**config.mk**
```make
export PLATFORM = sky130hd
export DESIGN_NAME = ifid_reg
export DESIGN_NICKNAME = d
export VERILOG_FILES = /design/src/rtl/ifid_reg.sv
export SDC_FILE = /design/constraint.sdc
export NUM_CORES = 1
export LEC_CHECK = 0
export ABC_AREA = 1
export BUFFER_PORTS_ARGS = -buffer_cell sky130_fd_sc_hd__buf_2
export CORE_MARGIN = 8
export CORE_UTILIZATION = 43
export CTS_CLUSTER_SIZE = 10
export DETAILED_ROUTE_END_ITERATION = 12
export GPL_TIMING_DRIVEN = 0
export PLACE_DENSITY = 0.81
export SLEW_MARGIN = 10
export SYNTH_ARGS = -nofsm -noshare
export SYNTH_HDL_FRONTEND = slang
export SYNTH_SLANG_ARGS = --single-unit
```
**constraint.sdc**
```tcl
create_clock -name CLK -period 0.85 [get_ports CLK]
set_input_delay 0 -clock CLK [delete_from_list [all_inputs] [get_ports CLK]]
set_output_delay 0 -clock CLK [all_outputs]
set_load 0.1 [all_outputs]
```
**src/rtl/ifid_reg.sv**
```systemverilog
// Fetch-to-decode pipeline register of the RV32i core.
// Also holds the sequential-PC adder whose result feeds the PC register.

module adder32 (
  input  logic [31:0] a,
  input  logic [31:0] b,
  output logic [31:0] sum
);
  // Carry-out is dropped, so the sum wraps modulo 2^32.
  assign sum = a + b;
endmodule

module ifid_reg #(
  parameter logic [31:0] NOP_INSTR = 32'h0000_0013,
  parameter logic [31:0] PC_INC    = 32'h0000_0004
) (
  input  logic        CLK,
  input  logic        RST,
  input  logic        Flush_D,
  input  logic        Stall_En,
  input  logic [31:0] Instr_F,
  input  logic [31:0] PC_F,
  output logic [31:0] PC_Plus_4_F,
  output logic [31:0] Instr_D,
  output logic [31:0] PC_D,
  output logic [31:0] PC_Plus_4_D
);

  adder32 u_pc_adder (
    .a   (PC_F),
    .b   (PC_INC),
    .sum (PC_Plus_4_F)
  );

  // Reset clears the instruction to all-zero, not NOP; downstream treats zero as a bubble.
  always_ff @(posedge CLK or negedge RST) begin
    // NOTE: sequential state uses non-blocking assignments so every register samples pre-edge values.
    if (!RST) begin
      Instr_D     <= 32'h0;
      PC_D        <= 32'h0;
      PC_Plus_4_D <= 32'h0;
    end else if (Flush_D) begin
      Instr_D     <= NOP_INSTR;
      PC_D        <= 32'h0;
      PC_Plus_4_D <= 32'h0;
    end else if (!Stall_En) begin
      Instr_D     <= Instr_F;
      PC_D        <= PC_F;
      PC_Plus_4_D <= PC_Plus_4_F;
    end
  end

endmodule

```
==> flow_metrics.py, run 1 <==
metrics = {
    "status": {
        "error_line": "[ERROR DPL-0038] Utilization greater than 100%, impossible to legalize",
        "status": "did not finish",
        "failing_step": "global routing (5_1_grt)",
    },
    "floorplan": {
        "fp.dieH_um": 117,
        "start_util_pct": 43.4,
        "rows": 37,
        "die_w_um": 117,
        "boundaryPins": 196,
    },
    "clock_network": {
        "numCtsBuffers": 9,
        "cts-htree-levels": 3,
        "root_buffer": "clkbuf_8",
        "clkSinkCount": 94,
        "cts_buffer_depth": 2,
    },
    "placement": {
        "io_buffers": 195,
        "dp_hpwl_mm": 11.7,
        "gp_congestion": 0.887,
    },
    "synth": {
        "yosysTopAreaCell": "dfrtp_1",
        "synth-async-reset-ratio_pct": 100,
        "synth_cell_type_count": 21,
        "seq_area_frac_synth_pct": 53.7,
        "synth_edf_count": 0,
        "ys_top_cells_by_count": "nand2_1, dfrtp_1, a22o_1",
        "synth_top_area_share_pct": 53.7,
        "synth_area_leaders": "dfrtp_1, nand2_1, a22o_1",
        "synth_ff_type": "dfrtp_1",
        "synth-warning-count": 0,
        "synth.most_common_cell": "nand2_1",
        "syn-instance-count": 474,
        "syn_area_mm2": 0.00438,
        "syn-num-nets": 543,
        "ys_ff_latch": 94,
        "synth.avg_cell_area_um2": 9.25,
    },
    "sta": {
        "worstEpCategory": "top-level output",
        "crit_endpoint": "PC_Plus_4_F[18]",
    },
    "grt": {
        "grt_max_degree": 63,
    },
}
what timing repair did:
item | CTS
setup buffers | 25
endpoints found under the hold margin | 97
hold buffers | 65
endpoints found under the setup margin | 182
gates resized for setup | 546
pin swaps | 57
cell families after synthesis:
family	synth area share, %
AOI/OAI and AO/OA	12.0
xor gates and xnor gates	4.20
and+or+nand+nor	23.8
DFF	53.7
buffers and inverters	6.02
adders and majority gates	0.285
metrics by stage:
| stage | instance area, µm² | setup WS [ns] | utilization, % | std cells | setup TNS (ns) |
|---|---|---|---|---|---|
| floorplan | 5070 | -0.979 | - | 474 | -31.98 |
| CTS | 9320 | -0.402 | 92.4 | 912 | -25.98 |
| detailed placement | 6240 | -0.765 | 61.9 | 806 | -53.20 |
| global placement | 6210 | -1.38 | 61.6 | 805 | -175.41 |
==> run 2: changes to the inputs <==
Settings changed: CORE_UTILIZATION 43 to 40, CTS_CLUSTER_SIZE 10 to unset, PLACE_DENSITY 0.81 to unset, PLACE_DENSITY_LB_ADDON set to 0.15.
Clock period 0.85 ns to 1.1 ns, I/O delays scaled along.
==> flow_metrics.py, run 2 <==
metrics = {
    "placement": {
        "dpl.cell_count": 810,
        "gp_congestion": 0.864,
        "place_area_mm2": 0.00602,
        "dp_hpwl_mm": 11.4,
        "io_buffers": 195,
    },
    "synth": {
        "synth.avg_cell_area_um2": 9.25,
        "synth_area_leaders": "dfrtp_1, nand2_1, a22o_1",
        "synth_xor_area_share_pct": 4.20,
        "syn-instance-count": 474,
        "muxShareOfSynthArea_pct": 0,
        "synth_top_area_share_pct": 53.7,
        "yosysTopAreaCell": "dfrtp_1",
        "synth-async-reset-ratio_pct": 100,
        "synth.most_common_cell": "nand2_1",
        "synth_edf_count": 0,
        "synth_top_family_by_area": "simple AND/OR/NAND/NOR gates",
        "synth_fa_ha_area_share_pct": 0.285,
        "synth-simple-area-share_pct": 23.8,
        "synth_ff_type": "dfrtp_1",
        "syn_area_mm2": 0.00438,
        "seq_area_frac_synth_pct": 53.7,
        "syn-num-nets": 543,
        "synth-compound-area-share_pct": 12.0,
        "synth_cell_type_count": 21,
        "ys_ff_latch": 94,
        "synth-warning-count": 0,
        "ys_top_cells_by_count": "nand2_1, dfrtp_1, a22o_1",
    },
    "pwr": {
        "ir_drop_mv": 0.685,
        "p_total_uw": 9760,
        "p_per_area_mw_per_mm2": 1220,
        "p_leak_uw": 0.00392,
    },
    "finish": {
        "stdcell_count": 910,
        "nNetsFinal": 834,
        "multiInputGateArea_mm2": 0.00238,
        "areaGrowthSynthToFinish_pct": 82.0,
        "final_util_pct": 74.2,
        "final_cell_mix": "nand2_1, buf_4, dfrtp_2, buf_2, dlygate4sd3_1",
        "regArea_mm2": 0.00244,
        "fillers": 724,
        "num_antenna_cells": 0,
        "fin_area_mm2": 0.00798,
        "final_common_cell": "nand2_1",
        "drive_gt1_share_pct": 56.0,
        "top_regs": "Instr_D x32, PC_D x32, PC_Plus_4_D x30",
    },
    "sta": {
        "slew_headroom_pct": 61.2,
        "period_share_pct": 105,
        "whs_ns": -0.0130,
        "finalHoldViolCount": 3,
        "worstMarginPinSlew_ns": 0.582,
        "rsz0062_at_grt": "yes",
        "skew_ns": 0,
        "setup_viol": 12,
        "fin_ws_ns": -0.0563,
        "maxSlewViolCount": 0,
        "finalCriticalPeriod_ns": 1.16,
        "max_freq_mhz": 865,
    },
    "clock_network": {
        "clock_latency_ns": 0.36,
        "cts_buffer_depth": 2,
        "clkSinkCount": 94,
        "numCtsBuffers": 9,
        "cts_tree": "yes",
        "root_buffer": "clkbuf_8",
        "path_clk_slew_ns": 0.10,
        "cts-htree-levels": 3,
    },
    "worst_setup_path": {
        "path_class": "primary input to output pin",
        "reg2reg_to": "PC_D[4]",
        "regToRegStartpoint": "PC_D[4]",
        "r2r_slack_ns": 0.35,
        "crit_start": "PC_F[7]",
        "critical_path_arrival_ns": 1.16,
        "rr_worst_depth": 1,
        "start_kind": "primary input",
        "end_kind": "output pin",
        "worstPathRequired_ns": 1.10,
        "worstSetupEndpoint": "PC_Plus_4_F[27]",
        "crit_fanout": 5,
    },
    "job": {
        "cap_viol_max_count": 0,
    },
    "floorplan": {
        "core-area_mm2": 0.0107,
        "start_util_pct": 40.8,
        "die_w_um": 121,
        "fp.dieH_um": 121,
        "rows": 38,
        "dieArea_mm2": 0.0146,
        "boundaryPins": 196,
    },
    "grt": {
        "grt_pass1_vias": 4826,
        "grtUsageTotal_pct": 21.8,
        "grt_first_pass_wirelength_mm": 25.4,
        "antenna_found_initial": 0,
        "overflow": 0,
        "grt_max_degree": 52,
    },
    "detailed_routing": {
        "ant_nets": 0,
        "dr.first_iter.drc_count": 312,
        "vias": 4451,
        "drtPass1Iterations": 6,
        "drc": 0,
        "routed_wl_mm": 16.0,
        "routedWlPerCell_um": 17.6,
        "vias_per_cell": 4.89,
    },
    "status": {
        "violations": "hold timing, setup timing",
        "status": "complete, but fails checks",
    },
    "min_path": {
        "holdCritPathClass": "primary input to register",
        "hold_depth": 4,
    },
}
==> run 2: final cells by class <==
class | count | area share, %
Timing Repair Buffer | 280 | 31.7
Sequential cell | 94 | 30.6
Multi-Input combinational cell | 323 | 29.8
Tap cell | 140 | 2.20
Buffer | 22 | 1.76
Inverter | 35 | 1.69
Clock buffer | 9 | 1.55
Clock inverter | 7 | 0.612
==> run 2: cells by family after synthesis <==
group | after synthesis
simple gates | 236
flops | 94
compound gates | 71
buf+inv | 57
xor+xnor | 15
fa+ha+maj | 1
==> run 2: critical path: stages <==
cell,delay [ns]
clkbuf_4,0.16
nand2_4,0.07
nor2_4,0.12
nand2_4,0.11
nor2_4,0.25
nand3_1,0.14
nand2_2,0.13
buf_12,0.18
==> run 2: through the flow <==
stage                     setup slack (ns)  hold WS [ns]  TNS [ns]
after global routing                -0.127      -0.00420     -1.51
after global placement               -1.06         0.207   -115.50
after detailed placement            -0.589        0.0399    -20.57
after floorplan                     -0.729        -0.296    -15.45
after CTS                          -0.0938       -0.0461     -1.08
final                              -0.0563       -0.0130    -0.370
==> run 2: timing repair <==
| item | 4_1_cts | 5_1_grt |
|---|---|---|
| pin swaps | 33 | 30 |
| endpoints found under the hold margin | 107 | 3 |
| hold buffers | 65 | 2 |
| gates resized for setup | 251 | 47 |
| buffers inserted | 12 | 8 |
| setup endpoints to repair | 123 | 31 |
| cloned | 0 | 0 |
==> run 2: power breakdown <==
part	leakage [µW]	switching, µW	internal [µW]
Clock	0.0000894	1280	827
Combinational	0.00269	2820	1030
Sequential	0.00114	121	3670
Total	0.00392	4230	5540
==> run 2: layer usage <==
| metal | share of wire (%) | global-route usage (%) |
|---|---|---|
| met5 | 0 | 0 |
| met4 | 2.0 | 7.65 |
| met3 | 5.9 | 4.48 |
| met2 | 50 | 36.9 |
| met1 | 42 | 27.1 |
==> run 2: how the worst min path moves through the flow <==
stage	start	end	slack, ns
2_1_floorplan	RST	Instr_D[0]	-0.30
3_3_place_gp	Instr_F[0]	Instr_D[0]	0.21
3_5_place_dp	RST	Instr_D[31]	0.04
4_1_cts	PC_F[17]	PC_D[17]	-0.05
5_1_grt	PC_F[11]	PC_Plus_4_D[11]	-0.004
6_report	Stall_En	Instr_D[1]	-0.01
Note: power is estimated with default switching activity, not from simulation.
